===== src/rtl/dqsw_lane_training_ctrl.sv =====
// Sequential per-lane DQSW delay-line sweep: finds the EARLY->LATE eye transition on each lane in turn.
// Optional DQSW_TRAIN_BACKOFF_EN steps the delay line back by up to BACKOFF_TAPS after a transition.
module dqsw_lane_training_ctrl #(
  parameter int NUM_LANES     = 2,
  parameter int TAP_WIDTH     = 8,
  parameter int MAX_TAPS      = 128,
  parameter int SETTLE_CYCLES = 4,
  parameter int BACKOFF_TAPS  = 2
) (
  input  logic                           FAB_CLK,
  input  logic                           SYNC_RST,
  input  logic                           START,
  input  logic                           ABORT,
  input  logic [NUM_LANES-1:0]           EYE_MONITOR_EARLY,
  input  logic [NUM_LANES-1:0]           EYE_MONITOR_LATE,
  input  logic [NUM_LANES-1:0]           DELAY_LINE_OUT_OF_RANGE,
  output logic [NUM_LANES-1:0]           DELAY_LINE_MOVE,
  output logic [NUM_LANES-1:0]           DELAY_LINE_LOAD,
  output logic [NUM_LANES-1:0]           EYE_MONITOR_CLEAR_FLAGS,
  output logic [NUM_LANES-1:0]           DELAY_LINE_DIRECTION,
  output logic [NUM_LANES*TAP_WIDTH-1:0] LANE_TAP,
  output logic [NUM_LANES-1:0]           LANE_PASS,
  output logic                           BUSY,
  output logic                           DONE
);

  localparam int LW = (NUM_LANES > 1) ? $clog2(NUM_LANES) : 1;
  localparam int SW = (SETTLE_CYCLES > 1) ? $clog2(SETTLE_CYCLES) : 1;
  localparam logic [TAP_WIDTH-1:0] LAST_TAP    = TAP_WIDTH'(MAX_TAPS - 1);
  localparam logic [LW-1:0]        LAST_LANE   = LW'(NUM_LANES - 1);
  localparam logic [SW-1:0]        LAST_SETTLE = SW'(SETTLE_CYCLES - 1);

  if (NUM_LANES < 1 || MAX_TAPS < 2 || SETTLE_CYCLES < 1 || BACKOFF_TAPS < 0) begin : g_param_check
    $error("dqsw_lane_training_ctrl: invalid parameter set");
  end

  typedef enum logic [3:0] {
    S_IDLE,
    S_LOAD,
    S_CLEAR,
    S_SETTLE,
    S_SAMPLE,
    S_MOVE,
`ifdef DQSW_TRAIN_BACKOFF_EN
    S_BACKOFF,
`endif
    S_NEXT,
    S_DONE
  } state_t;

  state_t               state, state_next;
  logic [TAP_WIDTH-1:0] tap;
  logic                 seen_early;
  logic [LW-1:0]        lane;
  logic [SW-1:0]        settle_cnt;
  logic                 early, late, oor, found, fail;

  assign early = EYE_MONITOR_EARLY[lane];
  assign late  = EYE_MONITOR_LATE[lane];
  assign oor   = DELAY_LINE_OUT_OF_RANGE[lane];
  // seen_early is the registered flag, so the current tap's EARLY never counts toward its own transition
  assign found = seen_early && late && !early;
  assign fail  = !found && (oor || tap == LAST_TAP);

`ifdef DQSW_TRAIN_BACKOFF_EN
  localparam logic [TAP_WIDTH:0] BO_TAPS = (TAP_WIDTH+1)'(BACKOFF_TAPS);
  logic [TAP_WIDTH-1:0] bo_cnt, bo_init;
  assign bo_init = ({1'b0, tap} < BO_TAPS) ? tap : BO_TAPS[TAP_WIDTH-1:0];
`endif

  always_ff @(posedge FAB_CLK) begin
    if (SYNC_RST) state <= S_IDLE;
    else          state <= state_next;
  end

  always_comb begin
    state_next = state;
    if (ABORT) begin
      state_next = S_IDLE;
    end else begin
      case (state)
        S_IDLE:   if (START) state_next = S_LOAD;
        S_LOAD:   state_next = S_CLEAR;
        S_CLEAR:  state_next = S_SETTLE;
        S_SETTLE: if (settle_cnt == LAST_SETTLE) state_next = S_SAMPLE;
        S_SAMPLE: begin
`ifdef DQSW_TRAIN_BACKOFF_EN
          if (found)     state_next = S_BACKOFF;
`else
          if (found)     state_next = S_NEXT;
`endif
          else if (fail) state_next = S_NEXT;
          else           state_next = S_MOVE;
        end
        S_MOVE:   state_next = S_CLEAR;
`ifdef DQSW_TRAIN_BACKOFF_EN
        S_BACKOFF: if (bo_cnt <= TAP_WIDTH'(1)) state_next = S_NEXT;
`endif
        S_NEXT:   state_next = (lane == LAST_LANE) ? S_DONE : S_LOAD;
        S_DONE:   if (!START) state_next = S_IDLE;
        default:  state_next = S_IDLE;
      endcase
    end
  end

  always_comb begin
    DELAY_LINE_MOVE         = '0;
    DELAY_LINE_LOAD         = '0;
    EYE_MONITOR_CLEAR_FLAGS = '0;
    DELAY_LINE_DIRECTION    = '0;
    BUSY                    = (state != S_IDLE) && (state != S_DONE);
    DONE                    = (state == S_DONE);
    case (state)
      S_LOAD:  DELAY_LINE_LOAD[lane] = 1'b1;
      S_CLEAR: EYE_MONITOR_CLEAR_FLAGS[lane] = 1'b1;
      S_MOVE: begin
        DELAY_LINE_MOVE[lane]      = 1'b1;
        DELAY_LINE_DIRECTION[lane] = 1'b1;
      end
`ifdef DQSW_TRAIN_BACKOFF_EN
      S_BACKOFF: if (bo_cnt != '0) DELAY_LINE_MOVE[lane] = 1'b1;
`endif
      default: ;
    endcase
  end

  // ABORT freezes the datapath so results reflect only completed lanes
  always_ff @(posedge FAB_CLK) begin
    if (SYNC_RST) begin
      tap        <= '0;
      seen_early <= 1'b0;
      lane       <= '0;
      settle_cnt <= '0;
      LANE_TAP   <= '0;
      LANE_PASS  <= '0;
`ifdef DQSW_TRAIN_BACKOFF_EN
      bo_cnt     <= '0;
`endif
    end else if (!ABORT) begin
      case (state)
        S_IDLE: if (START) begin
          LANE_PASS <= '0;
          lane      <= '0;
        end
        S_LOAD: begin
          tap        <= '0;
          seen_early <= 1'b0;
        end
        S_CLEAR:  settle_cnt <= '0;
        S_SETTLE: settle_cnt <= settle_cnt + SW'(1);
        S_SAMPLE: begin
          if (early) seen_early <= 1'b1;
          if (found) begin
            LANE_PASS[lane] <= 1'b1;
`ifdef DQSW_TRAIN_BACKOFF_EN
            bo_cnt <= bo_init;
`endif
          end else if (fail) begin
            LANE_PASS[lane]                     <= 1'b0;
            LANE_TAP[lane*TAP_WIDTH +: TAP_WIDTH] <= '1;
          end
        end
        S_MOVE: tap <= tap + TAP_WIDTH'(1);
`ifdef DQSW_TRAIN_BACKOFF_EN
        S_BACKOFF: if (bo_cnt != '0) begin
          tap    <= tap - TAP_WIDTH'(1);
          bo_cnt <= bo_cnt - TAP_WIDTH'(1);
        end
`endif
        S_NEXT: begin
          if (LANE_PASS[lane]) LANE_TAP[lane*TAP_WIDTH +: TAP_WIDTH] <= tap;
          if (lane != LAST_LANE) lane <= lane + LW'(1);
        end
        default: ;
      endcase
    end
  end

endmodule


===== config.mk =====
export PLATFORM = sky130hd
export DESIGN_NAME = dqsw_lane_training_ctrl
export DESIGN_NICKNAME = d
export VERILOG_FILES = /design/src/rtl/dqsw_lane_training_ctrl.sv
export SDC_FILE = /design/constraint.sdc
export NUM_CORES = 1
export LEC_CHECK = 0
export BUFFER_PORTS_ARGS = -buffer_cell sky130_fd_sc_hd__buf_2
export CELL_PAD_IN_SITES_DETAIL_PLACEMENT = 2
export CELL_PAD_IN_SITES_GLOBAL_PLACEMENT = 2
export CORE_ASPECT_RATIO = 0.9
export CORE_MARGIN = 5
export CORE_UTILIZATION = 32
export DETAILED_ROUTE_END_ITERATION = 10
export PLACE_DENSITY_LB_ADDON = 0.3
export RECOVER_POWER = 25
export SYNTH_ARGS = -nofsm -noshare
export SYNTH_HDL_FRONTEND = slang
export SYNTH_SLANG_ARGS = --single-unit
export TNS_END_PERCENT = 30

===== constraint.sdc =====
create_clock -name FAB_CLK -period 1.7 [get_ports FAB_CLK]
set_input_delay 0.085 -clock FAB_CLK [delete_from_list [all_inputs] [get_ports FAB_CLK]]
set_output_delay 0.085 -clock FAB_CLK [all_outputs]
set_load 0.01 [all_outputs]

; ---- Word level (Yosys, flattened, before mapping)
; Cells that the tools add are included.
[op_classes]
addsub = 4
magnitude_cmp = 2
n_eq_ne = 18
n_shift = 3
muxes = 37
bitwise = 4
reduce_logical = 25
[ops]
columns = operator, n
row1 = $mux W16, 3
row2 = $neg A4 Y34, 1
row3 = $shift A8 B34 Y16 const A, 1
row4 = $shiftx A8 B34 Y16, 1
row5 = $shiftx A8 B34 Y16 const A, 1
row6 = $bwmux W16, 2
row7 = $pmux W16 S2, 1
row8 = $pmux W4 S7, 1
row9 = $eq A4 B3 Y1 const B, 4
row10 = $mux W2, 8
row11 = $pmux W8 S2, 1
row12 = $ne A2 B2 Y1 const B, 7
row13 = $mux W1, 12
row14 = $mux W4, 3
row15 = $reduce_bool A2 Y1, 6
row16 = $reduce_and A3 Y1, 3
row17 = $add A8 B1 Y8 const B, 1
row18 = $eq A4 B2 Y1 const B, 2
row19 = $eq A8 B7 Y1 const B, 1
row20 = $pmux W2 S2, 2
row21 = $logic_and A1 B1 Y1, 5
row22 = $reduce_and A5 Y1, 1
row23 = $eq A4 B1 Y1 const B, 1
row24 = $logic_not A4 Y1, 1
row25 = 20 further kinds, 24
[word_totals]
register_bits = 34
in_bits = 10
out_inout_bits = 28

; ---- Logic depth before layout (Yosys ltp)
[logic_depth]
depth_word = 9
ltp_mapped = 6
mapped_depth_nobuf = 4

; ---- Least setup slack after synthesis
; No wires, ideal clock.
[synth_path]
path_type = flip-flop to flip-flop
from = register lane
to = register LANE_TAP[0]
setup_ps = 72
t_arrival_ps = 1492
setup_slack_ps = 136
stages_incl_launch_ff = 5
path_buffers = 0
path_cell_list = dfxtp_1 > mux2_4 > a41o_4 > a31oi_4 > mux2i_1
[synth_between]
elab_chain_len = 8
word_cells_on_any_way = 28
cone_classes = add/sub: 1 / eq/ne: 3 / shift: 3 / mux: 14 / reduce/logical: 7
[synth_rtl]
columns = element, line_no
row1 = from (decl), 54  ; logic [LW-1:0] lane;
row2 = from (signal assigned), 172  ; if (lane != LAST_LANE) lane <= lane + LW'(1);
row3 = branches (longest 8 deep; another with $neg A4 Y34), -
row4 = "to (signal, indexed assignment)", 171  ; if (LANE_PASS[lane]) LANE_TAP[lane*TAP_WIDTH +: TAP_WIDTH] <= tap;
row5 = to (decl), 21  ; output logic [NUM_LANES*TAP_WIDTH-1:0] LANE_TAP,
; Several ways; the timed one is not identified. The select of a mux whose other input is x is not followed.
; A chain may end at the register's enable or synchronous reset.

; ---- Final worst setup path
[layout_path]
from = register lane
to = register LANE_TAP[6]
; The elaborated chain is that of the path after synthesis.

==> out/metrics.csv <==
stage;metric;value;unit
timing;Relative slew margins;0.709;
synth;ys async rst share;0;
clocking;CTS tree;yes;
global_route;initial antenna violation count;0;
global_route;GR Overflow Total;0;
placed_design;PortBufs;37;
final_layout;Finished Cell Area;2260;um2
worst_setup_path;Worst Reg-to-Reg Cells;5;
drt;Avg WL per Cell;17.2;um
timing;Total Neg Setup Slack;0;ns
synth;area leader, netlist;dfxtp_1;
timing;Hold Vio Cnt, Final;0;
clocking;htree depth;2;
power_and_ir_drop;maximum VDD drop;0.000348;V
clocking;CTS buffer count;5;
power_and_ir_drop;P_leak;0.971;nW
power_and_ir_drop;Pwr Total;1.71;mW
final_layout;final cell count without fillers;318;
floorplan;Core ar.;5600;um2
floorplan;area of the die;7270;um2
drt;post-DR vias/cell;5.10;
drt;DRT iter0 DRCs;39;
clocking;clk_lat worst skew;0.29;ns
timing;RSZ-0062 raised after global routing;no;
worst_setup_path;CP Data Arrival Time;1.84;ns
drt;number of remaining DRC errors;0;
drt;final WL;5.47;mm
global_route;GRT Util Overall;0.169;
placed_design;gpl congestion;0.750;
clocking;Longest Clk Path Bufs;2;
timing;fin. max-slew vios;0;
timing;Peak Freq;0.616;GHz
clocking;hold_buf cts;0;
final_layout;Final #Nets;259;
global_route;global-route wire length before repair;9.34;mm
synth;syn nets;215;
worst_setup_path;crit end category;flip-flop;
final_layout;ant diodes;0;
timing;crit share post-route;0.955;
min_path;Hold Path Origin;SYNC_RST;
synth;Post-synth EDFFs;0;
synth;synth cell count leaders;dfxtp_1 (33), nand2b_1 (23), mux2i_1 (18), nor2_1 (16), a21oi_1 (12);
synth;top-count cell post-synth;dfxtp_1;
floorplan;Top Ports;38;
drt;DRT antenna net count;0;
synth;synthesized flop and latch total;33;
min_path;hold depth;2;
clocking;clock root buffer;clkbuf_8;
worst_setup_path;FF-to-FF End;LANE_TAP[6];
floorplan;# rows;26;
timing;min Tclk post-route;1.62;ns
synth;Syn Area/Cell;8.92;um2
floorplan;Die X;89.3;um
worst_setup_path;reg2reg start;lane;
synth;yosys warns;0;
worst_setup_path;Reg2Reg Setup Slack;0.08;ns
worst_setup_path;critical path class;reg2reg;
timing;Setup Skew;0.00252;ns
clocking;clock-pin slew on the worst setup and hold paths;0.07;ns
power_and_ir_drop;Pwr Density;758;nW/um2
drt;via count;1622;
min_path;worst min path class;in2reg;
synth;distinct cell type count after synthesis;44;
synth;Seq/Total Area, Yosys;0.365;
timing;final setup violating endpoints;0;
clocking;clk sink count;33;
synth;Post-Syn Area;1810;um2
drt;1st-pass router iterations;4;
floorplan;Die Ht;81.4;um
global_route;largest net degree at the start of global routing;23;
final_layout;layout cells sized above 1;0.214;
placed_design;placed instance area;2140;um2
worst_setup_path;Worst Path Required;1.91;ns
synth;synth top area cells;dfxtp_1 (36%), mux2i_1 (9.9%), nand2b_1 (7.9%);
final_layout;FILL cells;647;
run_status;status;finished, final reports clean;
worst_setup_path;Critical path origin;lane;
floorplan;Initial Utilization;0.324;
synth;Synth top area share;0.365;
final_layout;final core utilization;0.404;
placed_design;DP HPWL;4.16;mm
job;max-cap violations;0;
worst_setup_path;crit start category;flip-flop;
worst_setup_path;crit-path max FO;8;
global_route;vias in the first global route;1842;
synth;Post-Synthesis Cells;203;
timing;actual slew at the worst max-slew pin;0.435;ns
final_layout;Area Overhead vs Synth;24.8;%
synth;Primary FF master, synth;dfxtp_1;
placed_design;dpl cells;309;
min_path;Hold Path Sink;settle_cnt[1];
layout by cell type, fill, tap and decap left out, types with 4 or more instances in the layout:
cell type	count
nand3_1	5
nand4_1	4
nor2_1	16
nand2_1	10
dfxtp_1	32
buf_4	10
nor3_1	9
o21bai_1	8
buf_2	22
clkbuf_8	6
xor2_1	5
a21oi_1	12
clkbuf_1	16
inv_1	4
nand2b_1	23
mux2i_1	18
cell type report:
cell class,count,area [um2],area share
tap,70,87.6,0.0387
sequential,33,662,0.293
timing repair buffer,50,302,0.133
clock buffer,7,86.3,0.0382
clock inverter,1,30.0,0.0133
inverter,4,15.0,0.00664
multi-input combinational,153,1080,0.477
timing repair:
item,4_1_cts,5_1_grt
resized for setup,0,2
setup buffers,1,0
cloned,0,0
pin swaps,1,0
endpoints found under the setup margin,8,9
routing by layer:
metal	track usage	wire length (um)	part of all wire	vias up
met5	0	0	0	-
met1	0.214	2570	0.47	792
met2	0.283	2700	0.49	21
li1	-	-	-	804
met4	0.0491	63	0.012	0
met3	0.0396	145	0.026	5
state kept, by name (all words and copies together), names as in the netlist:
| name | flops |
|---|---|
| LANE_PASS | 2 |
| LANE_TAP | 16 |
| lane | 1 |
| seen_early | 1 |
| settle_cnt | 2 |
| state | 3 |
| tap | 8 |
worst max-delay path, cell delays in order, from the launching register on:
cell and delay (ns):
dfxtp_1 0.41, mux2_4 0.33, a41o_4 0.27, a31oi_4 0.20
buf_12 0.15, mux2i_1 0.19
power by group:
part / switching (mW) / internal (mW)
Clock: 0.297 / 0.478
Sequential: 0.00737 / 0.778
Combinational: 0.0862 / 0.0659
per-stage QoR:
step / setup WS, ns / hold WS (ns)
global placement: 0.0570 / 0.422
detailed placement: -0.0804 / 0.434
floorplan: 0.136 / 0.248
finish: 0.0765 / 0.128
CTS: 0.0311 / 0.126
global route: 0.0212 / 0.146
logic make-up after synthesis:
logic type | Yosys count | share of synthesized area
AO/OA/AOI/OAI | 36 | 0.153
XOR/XNOR | 6 | 0.0290
adder cells (fa/ha/maj) | 2 | 0.0138
buffers and inverters | 17 | 0.0428
flip-flops | 33 | 0.365
multiplexers | 19 | 0.108
AND/OR/NAND/NOR | 90 | 0.289
worst max-delay path by stage:
stage                              end
after floorplan            LANE_TAP[0]
after global placement     LANE_TAP[1]
after detailed placement   LANE_TAP[6]
after CTS                 LANE_TAP[15]
after global routing       LANE_TAP[6]
final                      LANE_TAP[6]
(Power assumes the default switching activity.)
